===== config.mk =====
export PLATFORM = sky130hd
export DESIGN_NAME = weight_col_encoder_16
export DESIGN_NICKNAME = d
export VERILOG_FILES = /design/src/rtl/weight_col_encoder_16.sv
export SDC_FILE = /design/constraint.sdc
export NUM_CORES = 1
export LEC_CHECK = 0
export CORE_ASPECT_RATIO = 1.2
export CORE_MARGIN = 5
export CORE_UTILIZATION = 50
export CTS_CLUSTER_DIAMETER = 200
export DETAILED_ROUTE_END_ITERATION = 10
export MAX_ROUTING_LAYER = met4
export PLACE_DENSITY = 0.81
export SYNTH_ARGS = -nofsm -noshare
export SYNTH_HDL_FRONTEND = slang
export SYNTH_SLANG_ARGS = --single-unit

===== constraint.sdc =====
create_clock -name clk -period 14.5 [get_ports clk]
set_input_delay 2.9 -clock clk [delete_from_list [all_inputs] [get_ports clk]]
set_output_delay 2.9 -clock clk [all_outputs]
set_load 0.05 [all_outputs]

===== src/rtl/weight_col_encoder_16.sv =====
// weight_col_encoder_16
// Bit-serial weight sequencer for the 16-lane vertical MAC. Latches one
// 16 x 8-bit signed weight vector, walks its bit columns MSB to LSB and
// emits one beat of MAC control fields per column.
// Beat fields come only from registered state, never from w_in/w_valid.

module weight_col_encoder_16 #(
    parameter int DATA_WIDTH    = 8,
    parameter int VEC_LENGTH    = 16,
    parameter int SEL_WIDTH     = 3,
    parameter int SKIP_ZERO_COL = 1
) (
    input  logic                                        clk,
    input  logic                                        reset,
    input  logic [VEC_LENGTH-1:0][DATA_WIDTH-1:0]       w_in,
    input  logic                                        w_valid,
    output logic                                        w_ready,
    output logic                                        out_valid,
    input  logic                                        out_ready,
    output logic [VEC_LENGTH/2-1:0][SEL_WIDTH-1:0]      act_sel,
    output logic [VEC_LENGTH/2-1:0]                     act_val,
    output logic [VEC_LENGTH/8-1:0]                     is_skip_zero,
    output logic [$clog2(DATA_WIDTH)-1:0]               column_idx,
    output logic                                        is_msb,
    output logic                                        out_last
);

    localparam int GROUP_SIZE      = 8;
    localparam int LANES_PER_GROUP = 4;
    localparam int NUM_GROUPS      = VEC_LENGTH / GROUP_SIZE;
    localparam int NUM_LANES       = NUM_GROUPS * LANES_PER_GROUP;
    localparam int COL_W           = $clog2(DATA_WIDTH);

    localparam logic [0:0] ST_IDLE = 1'b0;
    localparam logic [0:0] ST_RUN  = 1'b1;

    logic [0:0]                              state;
    logic [VEC_LENGTH-1:0][DATA_WIDTH-1:0]   w_reg;
    logic [COL_W-1:0]                        col;

    logic [DATA_WIDTH-1:0]                   in_col_nz;
    logic [DATA_WIDTH-1:0]                   reg_col_nz;
    logic [COL_W-1:0]                        first_col;
    logic [COL_W-1:0]                        next_col;
    logic [VEC_LENGTH-1:0]                   col_bits;

    logic [NUM_LANES-1:0][SEL_WIDTH-1:0]     enc_sel;
    logic [NUM_LANES-1:0]                    enc_val;
    logic [NUM_GROUPS-1:0]                   enc_skz;

    logic                                    beat_fire;
    logic                                    last_fire;
    logic                                    accept;

    // Handshake terms shared by the FSM and the ready output
    always_comb begin
        out_valid = (state == ST_RUN);
        out_last  = out_valid && (col == '0);
        beat_fire = out_valid && out_ready;
        last_fire = beat_fire && out_last;
        w_ready   = (state == ST_IDLE) || last_fire;
        accept    = w_valid && w_ready;
    end

    // Per-column "any bit set" flags for the incoming and the latched vector
    always_comb begin
        in_col_nz  = '0;
        reg_col_nz = '0;
        for (int unsigned c = 0; c < DATA_WIDTH; c++) begin
            for (int unsigned i = 0; i < VEC_LENGTH; i++) begin
                in_col_nz[c]  = in_col_nz[c]  | w_in[i][c];
                reg_col_nz[c] = reg_col_nz[c] | w_reg[i][c];
            end
        end
    end

    // First emitted column of an incoming vector: highest non-empty column, else 0
    always_comb begin
        first_col = '0;
        if (SKIP_ZERO_COL == 0) begin
            first_col = COL_W'(DATA_WIDTH - 1);
        end else begin
            for (int unsigned c = 0; c < DATA_WIDTH; c++) begin
                if (in_col_nz[c]) begin
                    first_col = COL_W'(c);
                end
            end
        end
    end

    // Next column: highest non-empty column strictly below the current one, else 0
    always_comb begin
        next_col = '0;
        if (SKIP_ZERO_COL == 0) begin
            next_col = col - COL_W'(1);
        end else begin
            for (int unsigned c = 0; c < DATA_WIDTH; c++) begin
                if (reg_col_nz[c] && (COL_W'(c) < col)) begin
                    next_col = COL_W'(c);
                end
            end
        end
    end

    // Sequencer: accept has priority so a new vector on the last-beat cycle
    // keeps the encoder in RUN without a bubble
    always_ff @(posedge clk) begin
        if (reset) begin
            state <= ST_IDLE;
            w_reg <= '0;
            col   <= '0;
        end else if (accept) begin
            state <= ST_RUN;
            w_reg <= w_in;
            col   <= first_col;
        end else if (last_fire) begin
            state <= ST_IDLE;
        end else if (beat_fire) begin
            col   <= next_col;
        end
    end

    // Extract the current bit column of the latched vector
    always_comb begin
        col_bits = '0;
        for (int unsigned i = 0; i < VEC_LENGTH; i++) begin
            col_bits[i] = w_reg[i][col];
        end
    end

    // Per-group encoding: encode the minority bit value (ties encode ones),
    // then pack encoded positions greedily onto the 4 mux lanes, each lane
    // taking the lowest position it can still reach (lane..lane+4)
    always_comb begin
        logic [GROUP_SIZE-1:0] grp_bits;
        logic [GROUP_SIZE-1:0] enc_pos;
        logic [3:0]            next_lane;
        logic [3:0]            low_lane;
        logic [3:0]            lane;

        enc_sel   = '0;
        enc_val   = '0;
        enc_skz   = '0;
        grp_bits  = '0;
        enc_pos   = '0;
        next_lane = '0;
        low_lane  = '0;
        lane      = '0;

        for (int unsigned g = 0; g < NUM_GROUPS; g++) begin
            grp_bits = col_bits[g*GROUP_SIZE +: GROUP_SIZE];
            if ($countones(grp_bits) <= LANES_PER_GROUP) begin
                enc_skz[g] = 1'b1;
                enc_pos    = grp_bits;
            end else begin
                enc_skz[g] = 1'b0;
                enc_pos    = ~grp_bits;
            end

            next_lane = '0;
            for (int unsigned p = 0; p < GROUP_SIZE; p++) begin
                if (enc_pos[p]) begin
                    low_lane = (p >= LANES_PER_GROUP) ? 4'(p - LANES_PER_GROUP) : 4'd0;
                    lane     = (next_lane > low_lane) ? next_lane : low_lane;
                    if (lane < 4'(LANES_PER_GROUP)) begin
                        enc_val[g*LANES_PER_GROUP + int'(lane)] = 1'b1;
                        enc_sel[g*LANES_PER_GROUP + int'(lane)] = SEL_WIDTH'(4'(p) - lane);
                    end
                    next_lane = lane + 4'd1;
                end
            end
        end
    end

    // Beat outputs, forced to zero whenever no beat is being presented
    always_comb begin
        act_sel      = out_valid ? enc_sel : '0;
        act_val      = out_valid ? enc_val : '0;
        is_skip_zero = out_valid ? enc_skz : '0;
        column_idx   = out_valid ? col : '0;
        is_msb       = out_valid && (col == COL_W'(DATA_WIDTH - 1));
    end

endmodule


==> run metrics, run 1 <==
Yosys warning count=0; start-to-end type of the worst setup path=register to output pin; most common library cell in the layout ignoring fill and taps=sky130_fd_sc_hd__nand2_1; Setup Total Neg Slack=0 ns; startpoint of the worst setup timing path=col[1]$_SDFFE_PP0P_; final count of negative-setup-slack endpoints=0; measured slew at the worst slew-check pin=1.22 ns; highest net fanout along the worst path=27; unrepaired setup endpoints after global routing=false; mean cell area of the mapped netlist=7.79 um^2; DPL Wire Length=25.0 mm; vias per cell=6.30; setup slack on the worst flop-to-flop path=10.61 ns; Critical Path End Type=output pin; Worst Path Required=11.60 ns; CP endpoint=act_sel[11]; Reg-to-Reg Start=col[0]$_SDFFE_PP0P_; Die Area=21600 um^2; worst path arrival time=10.99 ns; total cell area at the placement stage=11200 um^2; post-detailed-route DRC marker count=0; final layout net count=1503; CTS tree=built; gate count after technology mapping=1203; Most used DFF post-synth=sky130_fd_sc_hd__dfxtp_1; total number of vias=10100; via count of the first global-routing pass=9694; Chip Height=160 um; Initial Util=0.512; worst slack at placement=0.563 ns; number of cell rows=54; pwr/cell area=133 nW/um^2; Placer Congestion=1.01; Synth Net Count=1373; netlist area before placement=9370 um^2; Syn-to-layout area delta=27.1%; overall routed net length=32.8 mm; run status=complete, no violations; Final Max Tran Viols=0; Remaining Overflow, GRT=0; leakage power=4.55 nW; async set or reset register ratio after synthesis=0; GRT Resource Usage Total=0.305; max-slew headroom at the worst pin=0.188; endpoints failing hold=0; number of antenna-violating nets in the routed design=0; drt wl/cell=20.5 um; wire length of the first global-routing pass=51.3 mm; number of antenna violations at the first check in global routing=0; Synth Register Bits=132; Clock Path Buffers=2; top-level port count=173; clk root buf=sky130_fd_sc_hd__clkbuf_16; max FFs per register=128; Peak VDD IR=0.0848 mV; Worst-Skew Late Latency=0.42 ns; core box area=18300 um^2; post-route fraction of the period consumed by the critical path=0.958; finished layout cell area=11900 um^2; fmax=72.0 MHz; share of cells above drive strength 1=0.0906; CTS clock-pin slew for the worst setup and hold paths=0.06 ns; number of levels the H-tree was split into=4; Tmin final=13.89 ns; total CTS buffers=17; number of enable-type register cells in the synthesized netlist=0; slowest stage cell, crit path=sky130_fd_sc_hd__dfxtp_4; number of buffer cells added on primary ports=172; count of clock tree sinks=132; overall die width=135 um; setup skew after layout=0.00725 ns; depth of the most critical reg-to-reg path=8; Total Power Consumption=0.00158 W; synth unique cells=88; Max Cap Violations=0; most used cells in the layout excluding fill and tap cells=316 x sky130_fd_sc_hd__nand2_1, 162 x sky130_fd_sc_hd__clkdlybuf4s50_1, 158 x sky130_fd_sc_hd__a21oi_1; Worst Setup Start Kind=register; Hold/Removal Path Class=register to register; Worst path most repeated cell=sky130_fd_sc_hd__inv_1; Iter 0 DRT Violations=1086; ant diodes=0; DR pass1 iterations=7; Worst path max stage delay=0.66 ns; final worst-path setup slack=0.611 ns; pin count of the biggest net entering global routing=101; RR Endpoint=w_reg[87]$_SDFFE_PP0P_; fraction of the yosys area taken by sequential cells=0.282
==> where the power goes <==
part / internal, W / switching [W]
sequential: 0.000388 / 0.0000314
clock: 0.000294 / 0.000171
combinational: 0.000262 / 0.000433
==> what timing repair did <==
action | CTS | global route
hold buffers | 0 | 0
buffers inserted | 0 | 0
gates resized for setup | 0 | 7
endpoints found under the hold margin | 0 | 0
setup endpoints to repair | 0 | 10
==> worst max-delay path, delay by kind of cell, from the launching register on <==
family / cells / cell delay, ns
XOR/XNOR: 3 / 0.80
AO/OA/AOI/OAI: 5 / 1.61
adder cells (fa/ha/maj): 10 / 3.49
AND/OR/NAND/NOR: 8 / 1.54
multiplexers: 4 / 1.33
flip-flops: 1 / 0.66
buffers and inverters: 9 / 1.12
==> cell families (layout without fill, tap and decap cells) <==
| logic type | after synthesis | after routing | share of synthesized area |
|---|---|---|---|
| and+or+nand+nor | 522 | 522 | 0.254 |
| AOI/OAI and AO/OA | 282 | 282 | 0.191 |
| muxes | 71 | 71 | 0.121 |
| adders and majority gates | 40 | 40 | 0.0593 |
| other | 1 | 1 | 0.000400 |
| xor gates and xnor gates | 35 | 35 | 0.0399 |
| DFF | 132 | 132 | 0.282 |
| buffers and inverters | 120 | 263 | 0.0519 |
==> stage by stage <==
| stage | hold WS [ns] | instances | utilization |
|---|---|---|---|
| after floorplan | 0.433 | 1203 | - |
| after global placement | 0.447 | 1566 | 0.614 |
| after detailed placement | 0.451 | 1566 | 0.614 |
| after CTS | 0.464 | 1598 | 0.649 |
| after global routing | 0.488 | 1598 | 0.650 |
| final | 0.465 | 1598 | 0.650 |
==> cell usage after synthesis (6+ instances only) <==
| cell type | number | area [um^2] |
|---|---|---|
| sky130_fd_sc_hd__mux2i_2 | 6 | 82.6 |
| sky130_fd_sc_hd__mux4_2 | 30 | 676 |
| sky130_fd_sc_hd__ha_1 | 30 | 375 |
| sky130_fd_sc_hd__o21bai_1 | 6 | 45.0 |
| sky130_fd_sc_hd__nand2_1 | 317 | 1190 |
| sky130_fd_sc_hd__and2_1 | 14 | 87.6 |
| sky130_fd_sc_hd__and3_1 | 15 | 93.8 |
| sky130_fd_sc_hd__nor2_1 | 40 | 150 |
| sky130_fd_sc_hd__nor4_1 | 55 | 344 |
| sky130_fd_sc_hd__o21ai_0 | 16 | 80.1 |
| sky130_fd_sc_hd__nand3_1 | 11 | 55.1 |
| sky130_fd_sc_hd__nor3_1 | 19 | 95.1 |
| sky130_fd_sc_hd__nand4_1 | 16 | 100 |
| sky130_fd_sc_hd__inv_1 | 39 | 146 |
| sky130_fd_sc_hd__fa_1 | 8 | 160 |
| sky130_fd_sc_hd__a31oi_1 | 12 | 75.1 |
| sky130_fd_sc_hd__xor2_1 | 10 | 87.6 |
| sky130_fd_sc_hd__a2111oi_0 | 7 | 61.3 |
| sky130_fd_sc_hd__buf_1 | 7 | 26.3 |
| sky130_fd_sc_hd__a211oi_1 | 7 | 52.6 |
| sky130_fd_sc_hd__inv_2 | 6 | 22.5 |
| sky130_fd_sc_hd__dfxtp_1 | 132 | 2640 |
| sky130_fd_sc_hd__xnor2_1 | 19 | 166 |
| sky130_fd_sc_hd__clkbuf_1 | 57 | 214 |
| sky130_fd_sc_hd__nand2b_1 | 9 | 56.3 |
| sky130_fd_sc_hd__a21oi_1 | 159 | 796 |
| sky130_fd_sc_hd__a41oi_1 | 6 | 52.6 |
| sky130_fd_sc_hd__mux2i_1 | 31 | 310 |
==> routing by layer <==
layer	part of all wire	track usage	up-vias
met2	0.48	0.507	638
met4	0.062	0.166	0
li1	-	-	4584
met3	0.087	0.0393	158
met5	0	-	-
met1	0.37	0.357	4690
==> worst min path at each step <==
stage	from	end	cells past startpoint
after floorplan	w_reg[103]$_SDFFE_PP0P_	w_reg[103]$_SDFFE_PP0P_	2
after global placement	w_reg[87]$_SDFFE_PP0P_	w_reg[87]$_SDFFE_PP0P_	2
final	w_reg[120]$_SDFFE_PP0P_	w_reg[120]$_SDFFE_PP0P_	2
after detailed placement	w_reg[56]$_SDFFE_PP0P_	w_reg[56]$_SDFFE_PP0P_	2
after global routing	w_reg[63]$_SDFFE_PP0P_	w_reg[63]$_SDFFE_PP0P_	2
after CTS	w_reg[56]$_SDFFE_PP0P_	w_reg[56]$_SDFFE_PP0P_	2
==> final cells by class <==
| type | count | area (um^2) |
|---|---|---|
| sequential | 132 | 2650 |
| clock inverter | 14 | 199 |
| timing repair buffer | 185 | 1850 |
| fill | 1546 | 6400 |
| clock buffer | 18 | 439 |
| tap | 252 | 315 |
| inverter | 46 | 173 |
| multi-input combinational | 951 | 6280 |
Note: power is estimated with default switching activity, not from simulation.
==> run 2: changes to the inputs <==
--- a/config.mk
+++ b/config.mk
@@ -5,6 +5,7 @@
 export SDC_FILE = /design/constraint.sdc
 export NUM_CORES = 1
 export LEC_CHECK = 0
+export CAP_MARGIN = 20
 export CORE_ASPECT_RATIO = 1.2
 export CORE_MARGIN = 5
 export CORE_UTILIZATION = 50
==> run 2 against run 1 <==
Global-route usage did not move. Worst hold slack got worse by 0.0028 ns. Sequential cell count did not move. Via count fell by 0.16%. Clock power barely moved. Critical path type unchanged. Largest power group unchanged. Highest routed layer unchanged.
==> run metrics, run 2 (synthesis gave the netlist of run 1 again) <==
number of antenna violations at the first check in global routing=0 (unchanged); vias per cell=6.29 (was 6.30); Worst-Skew Late Latency=0.42 ns (about the same); post-route fraction of the period consumed by the critical path=0.957 (was 0.958); CTS clock-pin slew for the worst setup and hold paths=0.06 ns (about the same); Peak VDD IR=0.0840 mV (was 0.0848 mV); Critical Path End Type=output pin (unchanged); unrepaired setup endpoints after global routing=false (unchanged); max-slew headroom at the worst pin=0.290 (was 0.188); DPL Wire Length=25.0 mm (unchanged); count of clock tree sinks=132 (unchanged); RR Endpoint=col[0]$_SDFFE_PP0P_ (was w_reg[87]$_SDFFE_PP0P_); setup slack on the worst flop-to-flop path=10.81 ns (was 10.61 ns); Chip Height=160 um (unchanged); pin count of the biggest net entering global routing=101 (unchanged); Worst path max stage delay=0.65 ns (was 0.66 ns); fmax=72.1 MHz (was 72.0 MHz); Reg-to-Reg Start=col[0]$_SDFFE_PP0P_ (unchanged); max FFs per register=128 (unchanged); highest net fanout along the worst path=27 (unchanged); wire length of the first global-routing pass=51.3 mm (unchanged); top-level port count=173 (unchanged); core box area=18300 um^2 (unchanged); buffers plus inverters on the worst setup path=9 (unchanged); Placer Congestion=1.01 (unchanged); measured slew at the worst slew-check pin=1.06 ns (was 1.22 ns); worst path arrival time=10.97 ns (was 10.99 ns); finished layout cell area=11900 um^2 (about the same); share of cells above drive strength 1=0.0913 (was 0.0906); Setup Total Neg Slack=0 ns (unchanged); setup skew after layout=0.00593 ns (was 0.00725 ns); Clock Path Buffers=2 (unchanged); post-detailed-route DRC marker count=0 (unchanged); DR pass1 iterations=6 (was 7); number of antenna-violating nets in the routed design=0 (unchanged); ant diodes=0 (unchanged); final layout net count=1504 (was 1503); Die Area=21600 um^2 (unchanged); leakage power=4.56 nW (was 4.55 nW); Hold/Removal Path Class=register to register (unchanged); hold path endpoint=w_reg[112]$_SDFFE_PP0P_ (was w_reg[120]$_SDFFE_PP0P_); Syn-to-layout area delta=27.4% (was 27.1%); post-CTS setup-driven buffer insertion count=0 (unchanged); overall routed net length=32.8 mm (about the same); start-to-end type of the worst setup path=register to output pin (unchanged); total CTS buffers=17 (unchanged); Tmin final=13.87 ns (was 13.89 ns); number of levels the H-tree was split into=4 (unchanged); total number of vias=10100 (about the same); GRT Resource Usage Total=0.305 (unchanged); Initial Util=0.512 (unchanged); Worst path most repeated cell=sky130_fd_sc_hd__inv_1 (unchanged); number of cell rows=54 (unchanged); number of buffer cells added on primary ports=172 (unchanged); CTS tree=built (unchanged); endpoints failing hold=0 (unchanged); Worst Path Required=11.60 ns (about the same); total cell area at the placement stage=11200 um^2 (unchanged); most common library cell in the layout ignoring fill and taps=sky130_fd_sc_hd__nand2_1 (unchanged); family with the most delay on the worst path=adder cells (unchanged); Min-Delay Startpoint=w_reg[112]$_SDFFE_PP0P_ (was w_reg[120]$_SDFFE_PP0P_); clk root buf=sky130_fd_sc_hd__clkbuf_16 (unchanged); number of cells traversed by the worst hold path=2 (unchanged); overall die width=135 um (unchanged); Max Cap Violations=0 (unchanged); Remaining Overflow, GRT=0 (unchanged); pwr/cell area=133 nW/um^2 (about the same); final count of negative-setup-slack endpoints=0 (unchanged); Final Max Tran Viols=0 (unchanged); Worst Setup Start Kind=register (unchanged); number of fill cells=1544 (was 1546); depth of the most critical reg-to-reg path=10 (was 8); via count of the first global-routing pass=9694 (unchanged); slowest stage cell, crit path=sky130_fd_sc_hd__dfxtp_4 (unchanged); most used cells in the layout excluding fill and tap cells=316 x sky130_fd_sc_hd__nand2_1, 162 x sky130_fd_sc_hd__clkdlybuf4s50_1, 158 x sky130_fd_sc_hd__a21oi_1 (unchanged); Iter 0 DRT Violations=1258 (was 1086); drt wl/cell=20.5 um (about the same); run status=complete, no violations (unchanged)
-- run 2: changes by cell type in the layout (fill, tap and decap cells not counted) --
cell	previous run	this run
sky130_fd_sc_hd__buf_16	0	1
-- run 2: area by class of cell --
cell class | count | area (um^2) | area share
clock inverters | 14 | 199 | 0.0167
clock buffers | 18 | 439 | 0.0368
well taps | 252 | 315 | 0.0264
flip-flops and latches | 132 | 2650 | 0.222
inverters | 46 | 173 | 0.0145
multi-input cells | 951 | 6280 | 0.526
repair buffers | 186 | 1880 | 0.158
-- run 2: worst max path at each step --
stage,depth (start not counted),slack (ns),from,to
after floorplan,42,0.64,col[0]$_SDFFE_PP0P_,act_sel[10]
after global placement,39,0.70,col[1]$_SDFFE_PP0P_,act_sel[21]
after detailed placement,39,0.56,col[1]$_SDFFE_PP0P_,act_sel[21]
after CTS,39,0.08,col[1]$_SDFFE_PP0P_,act_sel[21]
after global routing,39,0.01,col[1]$_SDFFE_PP0P_,act_sel[11]
final,39,0.63,col[1]$_SDFFE_PP0P_,act_sel[11]
-- run 2: what timing repair did --
item                                    4_1_cts  5_1_grt
endpoints found under the setup margin        0       10
resized for setup                             0        7
hold buffers                                  0        0
-- run 2: worst register-to-register path: stages, from the launching register on --
cell	delay [ns]
sky130_fd_sc_hd__dfxtp_2	0.49
sky130_fd_sc_hd__buf_4	0.32
sky130_fd_sc_hd__buf_4	0.33
sky130_fd_sc_hd__nor3_1	0.17
sky130_fd_sc_hd__nand2_1	0.19
sky130_fd_sc_hd__nand2_1	0.15
sky130_fd_sc_hd__nand2_4	0.58
sky130_fd_sc_hd__buf_4	0.70
sky130_fd_sc_hd__and3_1	0.39
sky130_fd_sc_hd__o21ai_0	0.11
sky130_fd_sc_hd__a31oi_1	0.18
-- run 2: routing by layer --
metal	vias up	part of all wire	GRT usage	wire, um
met5	-	0	-	0
met4	0	0.065	0.166	2120
met3	148	0.082	0.0393	2690
met2	625	0.48	0.507	15800
met1	4693	0.37	0.357	12200
li1	4588	-	-	-
-- run 2: power breakdown --
part / switching (W) / internal, W / total (W)
sequential: 0.0000316 / 0.000388 / 0.000420
combinational: 0.000434 / 0.000263 / 0.000698
clock: 0.000170 / 0.000294 / 0.000464
-- run 2: stage by stage --
stage	hold WS (ns)	total power, W	worst slack [ns]	util	instances
4_1_cts	0.464	0.00156	0.0814	0.649	1598
2_1_floorplan	0.433	0.000892	0.642	-	1203
3_5_place_dp	0.451	0.00110	0.563	0.614	1566
6_report	0.462	0.00158	0.627	0.652	1599
3_3_place_gp	0.447	0.00109	0.700	0.614	1566
5_1_grt	0.488	0.00166	0.0131	0.652	1599
==> run 3: changes to the inputs <==
--- a/config.mk
+++ b/config.mk
@@ -12,7 +12,7 @@
 export CTS_CLUSTER_DIAMETER = 200
 export DETAILED_ROUTE_END_ITERATION = 10
 export MAX_ROUTING_LAYER = met4
-export PLACE_DENSITY = 0.81
+export PLACE_DENSITY_LB_ADDON = 0.3
 export SYNTH_ARGS = -nofsm -noshare
 export SYNTH_HDL_FRONTEND = slang
 export SYNTH_SLANG_ARGS = --single-unit
==> constraint.sdc (replaced) <==
create_clock -name clk -period 14.2 [get_ports clk]
set_input_delay 2.84 -clock clk [delete_from_list [all_inputs] [get_ports clk]]
set_output_delay 2.84 -clock clk [all_outputs]
set_load 0.05 [all_outputs]
==> run 3 against run 2 <==
Register-to-register slack better by 0.12 ns. Global-route usage is 0.76 points lower. Worst hold slack got worse by 0.0037 ns. First-iteration DRC count decreased by 13%. Power increased by 0.17%. Worst setup slack worse by 0.070 ns. Largest cell class unchanged. Clock skew is 0.0026 ns higher. Design area about the same. Sequential power is 2% higher. Count of clock-buffer cells in the layout grew 1.
==> run metrics, run 3 (synthesis gave the netlist of run 1 again) <==
Setup Total Neg Slack=0 ns (unchanged); Worst-Skew Late Latency=0.42 ns (about the same); overall die width=135 um (unchanged); CTS tree=built (unchanged); max-slew headroom at the worst pin=0.363 (was 0.290); Die Area=21600 um^2 (unchanged); Reg area=2650 um^2 (about the same); footprint of the multi-input gates=6290 um^2 (was 6280 um^2); number of buffer cells added on primary ports=172 (unchanged); Remaining Overflow, GRT=0 (unchanged); clk root buf=sky130_fd_sc_hd__clkbuf_16 (unchanged); endpoints failing hold=0 (unchanged); vias per cell=6.18 (was 6.29); most common library cell in the layout ignoring fill and taps=sky130_fd_sc_hd__nand2_1 (unchanged); pin count of the biggest net entering global routing=92 (was 101); Hold/Removal Path Class=register to register (unchanged); top-level port count=173 (unchanged); Chip Height=160 um (unchanged); DR pass1 iterations=6 (unchanged); total CTS buffers=17 (unchanged); drt wl/cell=20.1 um (was 20.5 um); slowest stage cell, crit path=sky130_fd_sc_hd__mux4_2 (was sky130_fd_sc_hd__dfxtp_4); number of antenna-violating nets in the routed design=0 (unchanged); wire length of the first global-routing pass=49.9 mm (was 51.3 mm); final count of negative-setup-slack endpoints=0 (unchanged); CTS clock-pin slew for the worst setup and hold paths=0.06 ns (about the same); Reg-to-Reg Start=col[0]$_SDFFE_PP0P_ (unchanged); fmax=73.3 MHz; max FFs per register=128 (unchanged); RR Endpoint=col[0]$_SDFFE_PP0P_ (unchanged); Worst Setup Start Kind=register (unchanged); start-to-end type of the worst setup path=register to output pin (unchanged); Total Power Consumption=0.00158 W (about the same); most used cells in the layout excluding fill and tap cells=316 x sky130_fd_sc_hd__nand2_1, 161 x sky130_fd_sc_hd__clkdlybuf4s50_1, 158 x sky130_fd_sc_hd__a21oi_1 (was 316 x sky130_fd_sc_hd__nand2_1, 162 x sky130_fd_sc_hd__clkdlybuf4s50_1, 158 x sky130_fd_sc_hd__a21oi_1); number of fill cells=1518 (was 1544); Min-Delay Startpoint=w_reg[104]$_SDFFE_PP0P_ (was w_reg[112]$_SDFFE_PP0P_); Final Max Tran Viols=0 (unchanged); total number of vias=9900 (was 10100); pwr/cell area=133 nW/um^2 (about the same); post-CTS setup-driven buffer insertion count=0 (unchanged); unrepaired setup endpoints after global routing=false (unchanged); Clock Path Buffers=2 (unchanged); met1 wire length=12.1 mm (was 12.2 mm); measured slew at the worst slew-check pin=0.954 ns (was 1.06 ns); number of cells traversed by the worst hold path=2 (unchanged); post-detailed-route DRC marker count=0 (unchanged); final layout net count=1507 (was 1504); Initial Util=0.512 (unchanged); number of levels the H-tree was split into=4 (unchanged); share of cells above drive strength 1=0.0941 (was 0.0913); detailed-routed wire length on met3=2.63 mm (was 2.69 mm); worst path arrival time=10.80 ns (was 10.97 ns); ant diodes=0 (unchanged); leakage power=4.53 nW (was 4.56 nW); Max Cap Violations=0 (unchanged); number of antenna violations at the first check in global routing=0 (unchanged); Worst path most repeated cell=sky130_fd_sc_hd__inv_1 (unchanged); Critical Path End Type=output pin (unchanged); via count of the first global-routing pass=9388 (was 9694); Placer Congestion=1.04 (was 1.01); hold path endpoint=w_reg[104]$_SDFFE_PP0P_ (was w_reg[112]$_SDFFE_PP0P_); overall routed net length=32.2 mm (was 32.8 mm); Syn-to-layout area delta=27.4% (about the same); Worst path max stage delay=0.57 ns (was 0.65 ns); setup skew after layout=0.00854 ns (was 0.00593 ns); GRT Resource Usage Total=0.297 (was 0.305); post-route fraction of the period consumed by the critical path=0.961; run status=complete, no violations (unchanged); count of clock tree sinks=132 (unchanged); core box area=18300 um^2 (unchanged); DPL Wire Length=25.0 mm (about the same); finished layout cell area=11900 um^2 (about the same); Peak VDD IR=0.0789 mV (was 0.0840 mV); Worst Path Required=11.36 ns (was 11.60 ns); highest net fanout along the worst path=19 (was 27); metal2 WL=16.0 mm (was 15.8 mm); number of cell rows=54 (unchanged); highest routed layer=met4 (unchanged); setup slack on the worst flop-to-flop path=10.93 ns (was 10.81 ns); total cell area at the placement stage=11300 um^2 (was 11200 um^2); Tmin final=13.64 ns; depth of the most critical reg-to-reg path=9 (was 10); Iter 0 DRT Violations=1091 (was 1258)
## run 3: cell count changes in the layout (fill, tap and decap cells not counted), sizes merged
cell,before,now
dlymetal6s2s,2,1
clkdlybuf4s50,162,161
clkbuf,18,20
buf,22,26
clkinvlp,1,4
inv,48,46
bufinv,4,3
clkinv,7,5
## run 3: metal layers
layer | vias to the layer above | GRT usage
met1 | 4670 | 0.346
met4 | 0 | 0.128
li1 | 4580 | -
met5 | - | -
met2 | 545 | 0.503
met3 | 105 | 0.0535
## run 3: area by class of cell
class / instances / share of cell area
multi-input cells: 951 / 0.527
inverters: 46 / 0.0145
well taps: 252 / 0.0264
flip-flops and latches: 132 / 0.222
clock buffers: 19 / 0.0371
clock inverters: 12 / 0.0131
repair buffers: 189 / 0.160
## run 3: stage by stage
stage                     instances   util  setup slack [ns]  hold WS (ns)
final                          1601  0.652             0.556         0.458
after global placement         1569  0.616             0.824         0.443
after global routing           1601  0.652            0.0300         0.479
after CTS                      1600  0.649             0.149         0.460
after floorplan                1203      -             0.402         0.433
after detailed placement       1569  0.616             0.625         0.450
## run 3: report_power, final
| group | switching, W | internal (W) |
|---|---|---|
| logic | 0.000441 | 0.000272 |
| registers | 0.0000309 | 0.000396 |
| clock network | 0.000165 | 0.000280 |
| total | 0.000637 | 0.000948 |
## run 3: worst max-delay path, delay by kind of cell (launching register included)
family                   cells  cell delay (ns)
XOR/XNOR                     2             0.56
AND/OR/NAND/NOR              9             1.56
adder cells (fa/ha/maj)     10             3.83
AO/OA/AOI/OAI                5             1.38
flip-flops                   1             0.48
buffers and inverters       11             1.36
multiplexers                 4             1.22
## run 3: timing repair
| item | in CTS | in global routing |
|---|---|---|
| endpoints found under the hold margin | 0 | 0 |
| hold buffers | 0 | 0 |
| gates resized for setup | 0 | 11 |
| setup endpoints to repair | 0 | 9 |
## run 3: worst max-delay path by stage
stage / from / end / depth (start not counted)
floorplan: col[0]$_SDFFE_PP0P_ / act_sel[10] / 42
global placement: col[1]$_SDFFE_PP0P_ / act_val[7] / 42
detailed placement: col[1]$_SDFFE_PP0P_ / act_val[7] / 42
CTS: col[1]$_SDFFE_PP0P_ / act_val[7] / 42
global route: col[0]$_SDFFE_PP0P_ / act_sel[11] / 41
finish: col[0]$_SDFFE_PP0P_ / act_sel[11] / 41
